===== config.mk =====
export PLATFORM = sky130hd
export DESIGN_NAME = mfp_7seg_scan_ctrl_flat
export DESIGN_NICKNAME = d
export VERILOG_FILES = /design/src/rtl/mfp_7seg_scan_ctrl_pkg.sv /design/src/rtl/mfp_7seg_scan_ctrl_if.sv /design/src/rtl/mfp_7seg_scan_ctrl_hex.sv /design/src/rtl/mfp_7seg_scan_ctrl.sv /design/src/flat_wrapper.sv
export SDC_FILE = /design/constraint.sdc
export NUM_CORES = 1
export LEC_CHECK = 0
export CAP_MARGIN = 15
export CORE_ASPECT_RATIO = 1.25
export CORE_UTILIZATION = 40
export DETAILED_ROUTE_END_ITERATION = 6
export MAX_ROUTING_LAYER = met4
export PLACE_DENSITY_LB_ADDON = 0.15
export SETUP_SLACK_MARGIN = 0.3
export SYNTH_ARGS = -nofsm -noshare
export SYNTH_HDL_FRONTEND = slang
export SYNTH_SLANG_ARGS = --single-unit

===== constraint.sdc =====
create_clock -name clk -period 12.6 [get_ports clk]
set_clock_uncertainty 0.2 [all_clocks]
set_input_delay 3.15 -clock clk [delete_from_list [all_inputs] [get_ports clk]]
set_output_delay 3.15 -clock clk [all_outputs]
set_load 0.01 [all_outputs]

===== src/rtl/mfp_7seg_scan_ctrl_pkg.sv =====
// Shared constants and state encoding for the seven-segment scan controller
// and the other display paths that reuse the hex decoder.
package mfp_7seg_scan_ctrl_pkg;

    localparam int MFP_N_7SEG           = 8;
    localparam int DEFAULT_PRESCALE     = 100000;
    localparam int DEFAULT_BLANK_CYCLES = 64;

    localparam logic [6:0] SEG_OFF = 7'h7F;

    typedef enum logic [1:0] {
        ST_IDLE,
        ST_BLANK,
        ST_DRIVE
    } scan_state_t;

endpackage


===== src/rtl/mfp_7seg_scan_ctrl_if.sv =====
// Frame-load bus from the I/O datapath plus the controller's frame status.
interface mfp_7seg_scan_ctrl_if
    import mfp_7seg_scan_ctrl_pkg::*;
#(
    parameter int N_DIGITS = MFP_N_7SEG
);
    logic                    ld;
    logic [4*N_DIGITS-1:0]   ld_digits;
    logic [N_DIGITS-1:0]     ld_en;
    logic [N_DIGITS-1:0]     ld_dp;
    logic                    frame_done;
    logic                    pend_valid;

    modport master (
        output ld, ld_digits, ld_en, ld_dp,
        input  frame_done, pend_valid
    );

    modport slave (
        input  ld, ld_digits, ld_en, ld_dp,
        output frame_done, pend_valid
    );

endinterface


===== src/rtl/mfp_7seg_scan_ctrl_hex.sv =====
// Combinational hex nibble to active-low {CA..CG} decoder; b and d lowercase.
module mfp_hex_to_7seg (
    input  logic [3:0] hex,
    output logic [6:0] seg_n
);

    always_comb begin
        case (hex)
            4'h0:    seg_n = 7'b0000001;
            4'h1:    seg_n = 7'b1001111;
            4'h2:    seg_n = 7'b0010010;
            4'h3:    seg_n = 7'b0000110;
            4'h4:    seg_n = 7'b1001100;
            4'h5:    seg_n = 7'b0100100;
            4'h6:    seg_n = 7'b0100000;
            4'h7:    seg_n = 7'b0001111;
            4'h8:    seg_n = 7'b0000000;
            4'h9:    seg_n = 7'b0000100;
            4'hA:    seg_n = 7'b0001000;
            4'hB:    seg_n = 7'b1100000;
            4'hC:    seg_n = 7'b0110001;
            4'hD:    seg_n = 7'b1000010;
            4'hE:    seg_n = 7'b0110000;
            default: seg_n = 7'b0111000;
        endcase
    end

endmodule


===== src/rtl/mfp_7seg_scan_ctrl.sv =====
// Time-multiplexed 7-segment scan controller: shadowed frame, blank gap
// between digits, new frames applied only at frame boundaries.
module mfp_7seg_scan_ctrl
    import mfp_7seg_scan_ctrl_pkg::*;
#(
    parameter int N_DIGITS     = MFP_N_7SEG,
    parameter int PRESCALE     = DEFAULT_PRESCALE,
    parameter int BLANK_CYCLES = DEFAULT_BLANK_CYCLES
) (
    input  logic                clk,
    input  logic                reset,
    input  logic                run,
    mfp_7seg_scan_ctrl_if.slave bus,
    output logic [N_DIGITS-1:0] an_n,
    output logic [6:0]          seg_n,
    output logic                dp_n
);

    localparam int IDX_W   = (N_DIGITS > 1) ? $clog2(N_DIGITS) : 1;
    localparam int CNT_MAX = (PRESCALE > BLANK_CYCLES) ? PRESCALE : BLANK_CYCLES;
    localparam int CNT_W   = (CNT_MAX > 1) ? $clog2(CNT_MAX + 1) : 1;

    localparam logic [IDX_W-1:0] LAST_IDX   = IDX_W'(N_DIGITS - 1);
    localparam logic [CNT_W-1:0] DRIVE_LOAD = CNT_W'(PRESCALE - 1);
    localparam logic [CNT_W-1:0] BLANK_LOAD = CNT_W'(BLANK_CYCLES - 1);

    scan_state_t           state, state_d;
    logic [IDX_W-1:0]      idx, idx_d;
    logic [CNT_W-1:0]      cnt, cnt_d;
    logic                  boundary, take_pending, pend_valid_d;

    logic [4*N_DIGITS-1:0] act_digits, act_digits_d, pend_digits;
    logic [N_DIGITS-1:0]   act_en, act_en_d, pend_en;
    logic [N_DIGITS-1:0]   act_dp, act_dp_d, pend_dp;

    logic [N_DIGITS-1:0]   an_d;
    logic [6:0]            seg_d, seg_pat;
    logic                  dp_d;

    // NOTE: every signal gets a default before the case so no path leaves it unassigned (no latches).
    always_comb begin
        state_d      = state;
        idx_d        = idx;
        cnt_d        = cnt;
        boundary     = 1'b0;
        take_pending = 1'b0;
        if (!run) begin
            state_d = ST_IDLE;
            idx_d   = '0;
            cnt_d   = '0;
        end else begin
            case (state)
                ST_IDLE: begin
                    // Any frame loaded while stopped is shown from the first digit.
                    idx_d        = '0;
                    take_pending = bus.pend_valid;
                    if (BLANK_CYCLES == 0) begin
                        state_d = ST_DRIVE;
                        cnt_d   = DRIVE_LOAD;
                    end else begin
                        state_d = ST_BLANK;
                        cnt_d   = BLANK_LOAD;
                    end
                end
                ST_BLANK: begin
                    if (cnt == '0) begin
                        state_d = ST_DRIVE;
                        cnt_d   = DRIVE_LOAD;
                    end else begin
                        cnt_d = cnt - 1'b1;
                    end
                end
                default: begin
                    if (cnt == '0) begin
                        boundary     = (idx == LAST_IDX);
                        take_pending = boundary && bus.pend_valid;
                        idx_d        = boundary ? '0 : idx + 1'b1;
                        if (BLANK_CYCLES == 0) begin
                            state_d = ST_DRIVE;
                            cnt_d   = DRIVE_LOAD;
                        end else begin
                            state_d = ST_BLANK;
                            cnt_d   = BLANK_LOAD;
                        end
                    end else begin
                        cnt_d = cnt - 1'b1;
                    end
                end
            endcase
        end
    end

    always_comb begin
        act_digits_d = take_pending ? pend_digits : act_digits;
        act_en_d     = take_pending ? pend_en     : act_en;
        act_dp_d     = take_pending ? pend_dp     : act_dp;
        // A load coincident with the boundary lands in pending for the next frame.
        pend_valid_d = bus.ld ? 1'b1 : (take_pending ? 1'b0 : bus.pend_valid);
    end

    mfp_hex_to_7seg u_hex (
        .hex   (act_digits_d[4*idx_d +: 4]),
        .seg_n (seg_pat)
    );

    // Outputs are computed from next-cycle state so the registers line up with state/idx.
    always_comb begin
        an_d  = '1;
        seg_d = SEG_OFF;
        dp_d  = 1'b1;
        if (state_d != ST_IDLE) begin
            seg_d = seg_pat;
            if (state_d == ST_DRIVE && act_en_d[idx_d]) begin
                an_d[idx_d] = 1'b0;
                dp_d        = ~act_dp_d[idx_d];
            end
        end
    end

    // NOTE: sequential state uses non-blocking assignments so all registers update together.
    always_ff @(posedge clk or posedge reset) begin
        if (reset) begin
            state          <= ST_IDLE;
            idx            <= '0;
            cnt            <= '0;
            act_digits     <= '0;
            act_en         <= '0;
            act_dp         <= '0;
            pend_digits    <= '0;
            pend_en        <= '0;
            pend_dp        <= '0;
            bus.pend_valid <= 1'b0;
            bus.frame_done <= 1'b0;
            an_n           <= '1;
            seg_n          <= SEG_OFF;
            dp_n           <= 1'b1;
        end else begin
            state          <= state_d;
            idx            <= idx_d;
            cnt            <= cnt_d;
            act_digits     <= act_digits_d;
            act_en         <= act_en_d;
            act_dp         <= act_dp_d;
            if (bus.ld) begin
                pend_digits <= bus.ld_digits;
                pend_en     <= bus.ld_en;
                pend_dp     <= bus.ld_dp;
            end
            bus.pend_valid <= pend_valid_d;
            bus.frame_done <= boundary;
            an_n           <= an_d;
            seg_n          <= seg_d;
            dp_n           <= dp_d;
        end
    end

endmodule


===== src/flat_wrapper.sv =====
// flat-port wrapper written by rule: the top's interface ports become plain ports
module mfp_7seg_scan_ctrl_flat import mfp_7seg_scan_ctrl_pkg::*;
#(
    parameter int N_DIGITS     = MFP_N_7SEG,
    parameter int PRESCALE     = DEFAULT_PRESCALE,
    parameter int BLANK_CYCLES = DEFAULT_BLANK_CYCLES
)
  (clk, reset, run, an_n, seg_n, dp_n, bus_ld, bus_ld_digits, bus_ld_en, bus_ld_dp, bus_frame_done, bus_pend_valid);
  mfp_7seg_scan_ctrl_if #(.N_DIGITS(N_DIGITS)) bus_i ();
  input  logic clk;
  input  logic reset;
  input  logic run;
  output logic [N_DIGITS-1:0] an_n;
  output logic [6:0] seg_n;
  output logic dp_n;
  input wire logic [$bits(bus_i.ld)-1:0] bus_ld;
  input wire logic [$bits(bus_i.ld_digits)-1:0] bus_ld_digits;
  input wire logic [$bits(bus_i.ld_en)-1:0] bus_ld_en;
  input wire logic [$bits(bus_i.ld_dp)-1:0] bus_ld_dp;
  output wire logic [$bits(bus_i.frame_done)-1:0] bus_frame_done;
  output wire logic [$bits(bus_i.pend_valid)-1:0] bus_pend_valid;
  assign bus_i.ld = bus_ld;
  assign bus_i.ld_digits = bus_ld_digits;
  assign bus_i.ld_en = bus_ld_en;
  assign bus_i.ld_dp = bus_ld_dp;
  assign bus_frame_done = bus_i.frame_done;
  assign bus_pend_valid = bus_i.pend_valid;
  mfp_7seg_scan_ctrl #(.N_DIGITS(N_DIGITS), .PRESCALE(PRESCALE), .BLANK_CYCLES(BLANK_CYCLES)) u_core (.clk(clk), .reset(reset), .run(run), .bus(bus_i), .an_n(an_n), .seg_n(seg_n), .dp_n(dp_n));
endmodule

==> results.json, run 1 <==
{
  "max_cap_viol_count": 0,
  "detail_route.first_pass.iterations": 6,
  "rows": 50,
  "core_um2": 15000,
  "internal-power_w": 0.000948,
  "async_reset_ff_frac": 1.00,
  "clk_pin_slew_worst_paths_ns": 0.06,
  "clock_power_share": 0.404,
  "grt_first_pass_wirelength_mm": 21.0,
  "critPathLaunchType": "input pin",
  "antenna_cells": 0,
  "die_w_um": 113,
  "io_buffers": 69,
  "grt_max_degree": 76,
  "holdWs_ns": 0.282,
  "vias": 3839,
  "antenna_left": 0,
  "antenna_found_initial": 0,
  "worst_pin_slew_ns": 1.12,
  "cts_buffers": 17,
  "dpl.hpwl_mm": 8.57,
  "seq_power_share": 0.422,
  "grt_pass1_vias": 4101,
  "hp-class": "register to register",
  "syn_area_um2": 6140,
  "peakVddDrop_v": 0.0000887,
  "initial_utilization": 0.409,
  "final_max_slew_viol_count": 0,
  "hold_violations": 0,
  "clockRootBuffer": "clkbuf_16",
  "fin_setup_tns_ns": 0,
  "drc_errors": 0,
  "area_delta_synth_final_pct": 22.8,
  "use_met3": 0.0417,
  "power.leakage_nw": 3.23,
  "outcome": "complete, no violations",
  "place_congestion": 0.786,
  "grt_setup_unrepaired": "false",
  "p_sw_frac": 0.258,
  "grt_use_met2": 0.301,
  "slew_headroom": 0.254,
  "synth_edf_count": 0,
  "cp_max_fo": 30,
  "synth_area_leader_cell": "dfrtp_1",
  "fin_util": 0.503,
  "ys_seq_elements": 136,
  "timing.final.crit_share": 0.619,
  "seq_area_frac_synth": 0.557,
  "ctsHoldBuffers": 0,
  "required_ns": 12.71,
  "finalWirelength_mm": 12.5,
  "power_switching_w": 0.000329,
  "setup_viol": 0,
  "grt.busiest_layer": "met2",
  "overflow": 0,
  "pwr-share-comb": 0.175,
  "synth.distinct_cells": 61,
  "dieArea_um2": 15900,
  "final_common_cell": "dfrtp_1",
  "yosysWarnings": 0,
  "max_clock_freq_mhz": 128,
  "endpoint_kind": "register",
  "drtIter0Drc": 187,
  "vias_per_cell": 5.20,
  "syn_nets": 538,
  "syn_area_per_cell_um2": 12.9,
  "cts_max_path_buffers": 2,
  "io-pin-count": 70,
  "power.density_nw_per_um2": 169,
  "cts_resized": 0,
  "layout_min_cycle_time_ns": 7.80,
  "detail_route.wl_per_cell_um": 16.9,
  "drive_above_1_share": 0.281,
  "fp.dieH_um": 141,
  "synth_top_cell_area_share": 0.489,
  "power_w": 0.00128,
  "fin_nets": 605,
  "layout_common_cells": "dfrtp_1 (120), mux2_2 (86), clkdlybuf4s50_1 (68), nor2_1 (28), mux2i_1 (27)",
  "cts_setup_buffers": 0,
  "grtUsageTotal": 0.178,
  "clock_latency_ns": 0.42,
  "ys.flop_type": "dfrtp_1",
  "syn_inst": 476,
  "cts_tree": "done",
  "clock_sinks": 136,
  "use_met1": 0.204,
  "htreeDepth": 4,
  "synthTopCellsByArea": "dfrtp_1 (49%), mux2_2 (16%), dfstp_2 (6.8%)",
  "arrival_ns": 7.91,
  "worstSetupPathType": "input pin to register"
}
[metrics by stage]
stage               instance area [µm²]  instances  setup WS (ns)
floorplan                          6140        476           5.64
global placement                   6920        706           4.48
detailed placement                 6920        706           4.35
CTS                                7540        738           4.77
global route                       7540        738           4.40
finish                             7540        738           4.80
[cells in the mapped netlist (4+ instances only)]
cell type  count
a211oi_1       4
a21o_1         5
a21oi_1       16
buf_1          5
buf_4          4
buf_6          7
clkbuf_1       6
dfrtp_1      120
dfstp_2       16
ha_1          10
inv_1         15
mux2_1         7
mux2_2        86
mux2i_1       27
nand2_1       25
nand3_1       11
nor2_1        28
nor3_1         9
o21ai_1        4
xnor2_1        8
xor2_1         4
[cell families after synthesis]
group | after synthesis | share of synthesized area
and+or+nand+nor | 98 | 0.0819
DFF | 136 | 0.557
muxes | 120 | 0.214
buffers and inverters | 42 | 0.0375
adders and majority gates | 10 | 0.0204
xor gates and xnor gates | 12 | 0.0171
AOI/OAI and AO/OA | 58 | 0.0717
[cell type report]
| cell class | instances | area (µm²) |
|---|---|---|
| clock inverter | 13 | 168 |
| multi-input combinational | 298 | 2490 |
| tap | 182 | 228 |
| fill | 1349 | 7470 |
| timing repair buffer | 72 | 708 |
| sequential | 136 | 3420 |
| clock buffer | 19 | 453 |
| inverter | 18 | 72.6 |
[power groups by stage]
stage / clock [W] / combinational (W) / sequential [W]
floorplan: 0 / 0.000165 / 0.000538
global placement: 0 / 0.000219 / 0.000545
detailed placement: 0 / 0.000225 / 0.000547
CTS: 0.000524 / 0.000226 / 0.000540
global route: 0.000546 / 0.000246 / 0.000546
finish: 0.000515 / 0.000223 / 0.000538
[sequential cells by signal (all words and copies together), names as in the netlist, 8 cells and up]
signal,count
u_core.cnt,17
u_core.pend_dp,8
u_core.pend_en,8
u_core.act_dp,8
u_core.pend_digits,32
u_core.an_n,8
u_core.act_digits,32
u_core.act_en,8
[critical path, cell delays in order]
cell and delay [ns]:
clkdlybuf4s50_1 0.85, inv_1 0.42, nor3_1 0.41, a21o_2 0.56, buf_4 0.48, mux2_2 0.40
mux2_2 0.28, a221oi_2 0.51, inv_1 0.17, ha_1 0.30, a2111oi_2 0.31, a31oi_1 0.08
[final timing paths]
path / cells past startpoint / from / slack [ns] / to
max in group asynchronous: 3 / reset / 7.77 / u_core.pend_en[5]
min in group asynchronous: 2 / reset / 3.02 / u_core.pend_digits[20]
min: 2 / u_core.act_digits[7] / 0.28 / u_core.act_digits[7]
max reg2reg: 13 / u_core.cnt[0] / 7.33 / u_core.seg_n[3]
max: 12 / run / 4.80 / u_core.seg_n[3]
min reg2reg: 2 / u_core.act_digits[7] / 0.28 / u_core.act_digits[7]
[layer usage]
layer | vias to the layer above | wire length, µm
li1 | 1818 | -
met1 | 1950 | 5450
met2 | 53 | 6530
met3 | 18 | 284
met4 | 0 | 236
met5 | - | 0
No activity file was read; power rests on OpenSTA's default activity.
==> inputs of run 2 (changes only) <==
==> constraint.sdc (replaced) <==
create_clock -name clk -period 7 [get_ports clk]
set_clock_uncertainty 0.2 [all_clocks]
set_input_delay 1.75 -clock clk [delete_from_list [all_inputs] [get_ports clk]]
set_output_delay 1.75 -clock clk [all_outputs]
set_load 0.01 [all_outputs]
==> run 2 against run 1 <==
Against the previous run: utilization rose by 0.083 points; count of clock-buffer cells in the layout rose by 4; cell count rose by 0.41%; routed wire length rose by 1.4%; final area rose by 0.17%; via count rose by 1.2%; critical path depth rose by 3; power rose by 76%; register-to-register slack got worse by 5.1 ns; critical endpoint unchanged; first-iteration DRC count fell by 13%; clock power rose by 69%; critical path type unchanged; highest routed layer unchanged; sequential power rose by 80%.
==> results.json, run 2 (same netlist as run 1, synthesis figures left out) <==
{
  "layout_min_cycle_time_ns": 5.20,
  "max_clock_freq_mhz": 192,
  "grt_first_pass_wirelength_mm": 21.4,
  "ff_latch_area_um2": 3420,
  "grtUsageTotal": 0.183,
  "worst_pin_slew_ns": 1.13,
  "die_w_um": 113,
  "fp.dieH_um": 141,
  "detail_route.first_pass.iterations": 4,
  "power.density_nw_per_um2": 297,
  "vias": 3884,
  "setup_viol": 0,
  "max_cap_viol_count": 0,
  "core_um2": 15000,
  "cts_tree": "done",
  "cts_resized": 0,
  "clockRootBuffer": "clkbuf_16",
  "layout_common_cells": "dfrtp_1 (120), mux2_2 (86), clkdlybuf4s50_1 (68), nor2_1 (28), mux2i_1 (27)",
  "antenna_found_initial": 0,
  "fin_setup_tns_ns": 0,
  "clock_latency_ns": 0.42,
  "slew_headroom": 0.244,
  "cts_max_path_buffers": 2,
  "io-pin-count": 70,
  "worstSetupPathType": "input pin to register",
  "dp_cells": 709,
  "power.leakage_nw": 3.24,
  "timing.final.crit_share": 0.742,
  "ctsHoldBuffers": 0,
  "required_ns": 7.13,
  "fin_nets": 609,
  "grt_pass1_vias": 4236,
  "critPathLaunchType": "input pin",
  "antenna_left": 0,
  "hold_violations": 0,
  "initial_utilization": 0.409,
  "hp-class": "register to register",
  "cts_buffers": 17,
  "clock_sinks": 136,
  "finalWirelength_mm": 12.7,
  "io_buffers": 69,
  "drc_errors": 0,
  "dieArea_um2": 15900,
  "slowest_delay_ns": 0.46,
  "cts_setup_buffers": 0,
  "crit_path_cell_trace": "clkdlybuf4s50_1 > buf_4 > inv_1 > nor3_1 > a21o_2 > buf_4 > mux2_2 > mux2i_1 > mux2_2 > mux2_2 > inv_2 > ha_1 > a21boi_0 > a2111oi_2 > a31oi_1",
  "area_delta_synth_final_pct": 23.0,
  "clk_pin_slew_worst_paths_ns": 0.05,
  "dpl.hpwl_mm": 8.77,
  "multi_input_area_um2": 2490,
  "peakVddDrop_v": 0.000161,
  "cp_max_fo": 19,
  "final_common_cell": "dfrtp_1",
  "fin_cells": 741,
  "fin_util": 0.503,
  "drive_above_1_share": 0.281,
  "outcome": "complete, no violations",
  "cpMaxStageDelayCell": "clkdlybuf4s50_1",
  "arrival_ns": 5.32,
  "grt_max_degree": 88,
  "endpoint_kind": "register",
  "antenna_cells": 0,
  "top_regs": "u_core.act_digits x32, u_core.pend_digits x32, u_core.cnt x17",
  "final_max_slew_viol_count": 0,
  "grt_setup_unrepaired": "false",
  "drtIter0Drc": 163,
  "vias_per_cell": 5.24,
  "detail_route.wl_per_cell_um": 17.1,
  "cpMostUsedCell": "mux2_2",
  "htreeDepth": 4,
  "num-fill-cells": 1371,
  "rows": 50,
  "place_congestion": 0.757,
  "overflow": 0
}
-- run 2: cell types whose count changed in the layout (fill, tap and decap cells not counted) --
cell / before / now
buf_4: 3 / 6
clkinv_4: 3 / 0
inv_6: 3 / 0
clkbuf_1: 0 / 2
clkbuf_8: 2 / 4
clkinv_2: 2 / 4
buf_16: 0 / 1
bufinv_16: 3 / 2
-- run 2: layer usage --
layer / GRT usage / wire length, µm / vias to the layer above
met5: - / 0 / -
met4: 0.0762 / 258 / 0
met3: 0.0404 / 282 / 17
met2: 0.313 / 6770 / 62
met1: 0.208 / 5360 / 1971
li1: - / - / 1834
-- run 2: layout make-up --
cell class	instances	area share
Timing Repair Buffer	76	0.100
Inverter	18	0.00960
Clock inverter	8	0.0126
Multi-Input combinational cell	298	0.330
Tap cell	182	0.0301
Sequential cell	136	0.453
Clock buffer	23	0.0646
-- run 2: worst paths after layout --
path	start	to	slack, ns	cells after the start
hold / removal	u_core.act_digits[7]	u_core.act_digits[7]	0.29	2
setup reg to reg	u_core.cnt[0]	u_core.seg_n[3]	2.28	15
hold reg to reg	u_core.act_digits[7]	u_core.act_digits[7]	0.29	2
setup / recovery	run	u_core.seg_n[3]	1.80	15
min in group asynchronous	reset	u_core.pend_digits[26]	1.46	2
max in group asynchronous	reset	u_core.act_digits[14]	4.20	3
-- run 2: critical path, delay by kind of cell --
kind | cells | cell delay, ns
compound gates | 4 | 1.04
buf+inv | 5 | 1.16
fa+ha+maj | 1 | 0.17
simple gates | 1 | 0.29
mux | 4 | 0.89
-- run 2: where the power goes --
group          switching (W)  internal, W  total [W]
Sequential         0.0000507     0.000919   0.000970
Clock               0.000314     0.000557   0.000871
Combinational       0.000196     0.000209   0.000405
-- run 2: metrics by stage --
step                setup WS [ns]  instance area (µm²)  power [W]  hold WS, ns
floorplan                    1.44                 6140    0.00127        0.245
global placement             1.45                 6950    0.00138        0.267
detailed placement           1.36                 6950    0.00139        0.273
CTS                          1.78                 7530    0.00228        0.286
global route                 1.54                 7560    0.00236        0.302
finish                       1.80                 7560    0.00225        0.287
==> inputs of run 3 (changes only) <==
==> constraint.sdc (replaced) <==
create_clock -name clk -period 4.7 [get_ports clk]
set_clock_uncertainty 0.2 [all_clocks]
set_input_delay 1.175 -clock clk [delete_from_list [all_inputs] [get_ports clk]]
set_output_delay 1.175 -clock clk [all_outputs]
set_load 0.01 [all_outputs]
==> run 3 against run 2 <==
Against the previous run: hold slack worse by 0.0032 ns; setup slack got worse by 1.2 ns; first-iteration DRC count down 42%; power increased by 56%; final area increased by 2.4%; via count shrank 0.13%; critical path depth shrank 3; non-clock buffer count is 11 higher; utilization rose by 1.2 points.
==> results.json, run 3 (same netlist as run 1, synthesis figures left out) <==
{
  "dieArea_um2": 15900,
  "clock_power_share": 0.409,
  "crit_path_cell_trace": "clkdlybuf4s50_1 > inv_1 > nor3_1 > a21o_2 > buf_12 > mux2_2 > mux2_2 > a221oi_4 > inv_1 > ha_1 > a2111oi_2 > a31oi_1",
  "drive_above_1_share": 0.303,
  "antenna_left": 0,
  "endpoint_kind": "register",
  "rows": 50,
  "slowest_delay_ns": 0.49,
  "grt_setup_unrepaired": "false",
  "peakVddDrop_v": 0.000219,
  "cts_buffers": 17,
  "worstSetupPathType": "input pin to register",
  "setup_viol": 0,
  "arrival_ns": 4.24,
  "drtIter0Drc": 95,
  "fp.dieH_um": 141,
  "pwr-share-comb": 0.179,
  "io_buffers": 69,
  "worst_pin_slew_ns": 1.12,
  "hold_violations": 0,
  "clock_sinks": 136,
  "grt_first_pass_wirelength_mm": 20.9,
  "initial_utilization": 0.409,
  "num-fill-cells": 1332,
  "max_cap_viol_count": 0,
  "seq_power_share": 0.413,
  "cts_max_path_buffers": 2,
  "fin_cells": 753,
  "power_switching_w": 0.000885,
  "final_common_cell": "dfrtp_1",
  "grtUsageTotal": 0.177,
  "io-pin-count": 70,
  "top_regs": "u_core.act_digits x32, u_core.pend_digits x32, u_core.cnt x17",
  "htreeDepth": 4,
  "cp_max_fo": 22,
  "core_um2": 15000,
  "fin_nets": 620,
  "area_delta_synth_final_pct": 25.9,
  "final_max_slew_viol_count": 0,
  "place_congestion": 0.826,
  "die_w_um": 113,
  "power.density_nw_per_um2": 452,
  "max_clock_freq_mhz": 243,
  "required_ns": 4.82,
  "regToRegSetupSlack_ns": 0.63,
  "cpMaxStageDelayCell": "clkdlybuf4s50_1",
  "finalWirelength_mm": 12.6,
  "outcome": "complete, no violations",
  "setup_ws_ns": 0.581,
  "timing.final.crit_share": 0.876,
  "power.leakage_nw": 3.31,
  "clk_pin_slew_worst_paths_ns": 0.06,
  "grt_pass1_vias": 4234,
  "cts_tree": "done",
  "detail_route.wl_per_cell_um": 16.7,
  "clock_latency_ns": 0.42,
  "vias_per_cell": 5.15,
  "antenna_found_initial": 0,
  "slew_headroom": 0.255,
  "layout_min_cycle_time_ns": 4.12,
  "dpl.hpwl_mm": 8.91,
  "power_w": 0.00350,
  "dp_slack_ns": 0.161,
  "dp_cells": 717,
  "overflow": 0,
  "internal-power_w": 0.00261,
  "critPathLaunchType": "input pin",
  "antenna_cells": 0,
  "vias": 3879,
  "fin_setup_tns_ns": 0,
  "hp-class": "register to register",
  "layout_common_cells": "dfrtp_1 (120), mux2_2 (86), clkdlybuf4s50_1 (68), mux2i_1 (27), nor2_1 (27)",
  "grt_max_degree": 50,
  "p_sw_frac": 0.253,
  "detail_route.first_pass.iterations": 4,
  "drc_errors": 0,
  "clockRootBuffer": "clkbuf_16"
}
==> run 3: cell count changes in the layout (fill, tap and decap cells not counted), moves of 2 or more <==
cell        delta
buf_4         +10
clkinv_2       -4
clkinv_4       +3
clkinvlp_4     +3
buf_12         +2
bufinv_16      +2
clkbuf_1       -2
clkbuf_8       -2
inv_6          +2
==> run 3: worst max-delay path: cells and delay by family <==
family                   cells  cell delay (ns)
AND/OR/NAND/NOR              1             0.31
buffers and inverters        4             0.86
multiplexers                 2             0.67
AO/OA/AOI/OAI                4             0.95
adder cells (fa/ha/maj)      1             0.27
==> run 3: final cells by class <==
cell class	instances	area, µm²	share of cell area
timing repair buffer	87	846	0.109
sequential	136	3420	0.443
clock buffer	19	453	0.0586
tap	182	228	0.0294
multi-input combinational	298	2520	0.325
inverter	18	73.8	0.00954
clock inverter	13	194	0.0251
==> run 3: path summary, 6_finish.rpt <==
path                                     endpoint  cells past startpoint                   from
setup / recovery                  u_core.seg_n[3]                     12                    run
hold / removal              u_core.act_digits[14]                      2  u_core.act_digits[14]
setup reg to reg                  u_core.seg_n[3]                     14          u_core.cnt[0]
hold reg to reg             u_core.act_digits[14]                      2  u_core.act_digits[14]
max in group asynchronous         u_core.seg_n[5]                      3                  reset
min in group asynchronous  u_core.pend_digits[26]                      2                  reset
==> run 3: timing repair <==
| action | 4_1_cts | 5_1_grt |
|---|---|---|
| gates resized for setup | 0 | 4 |
| setup buffers | 0 | 4 |
| setup endpoints to repair | 0 | 2 |
| hold buffers | 0 | 0 |
==> run 3: power by group through the flow <==
| stage | sequential, W | combinational (W) | clock, W |
|---|---|---|---|
| after floorplan | 0.00144 | 0.000444 | 0 |
| after global placement | 0.00146 | 0.000602 | 0 |
| after detailed placement | 0.00147 | 0.000620 | 0 |
| after CTS | 0.00145 | 0.000624 | 0.00146 |
| after global routing | 0.00146 | 0.000686 | 0.00151 |
| final | 0.00144 | 0.000624 | 0.00143 |
==> run 3: per-layer routing <==
layer	wire length [µm]	GRT usage	vias up
li1	-	-	1847
met1	5380	0.200	1946
met2	6560	0.299	65
met3	337	0.0430	21
met4	272	0.0769	0
met5	0	-	-
==> run 3: through the flow <==
stage	hold slack [ns]	instance area [µm²]	util
after floorplan	0.245	6150	-
after global placement	0.267	7030	0.468
after detailed placement	0.268	7030	0.468
after CTS	0.285	7680	0.512
after global routing	0.306	7730	0.515
final	0.283	7730	0.515
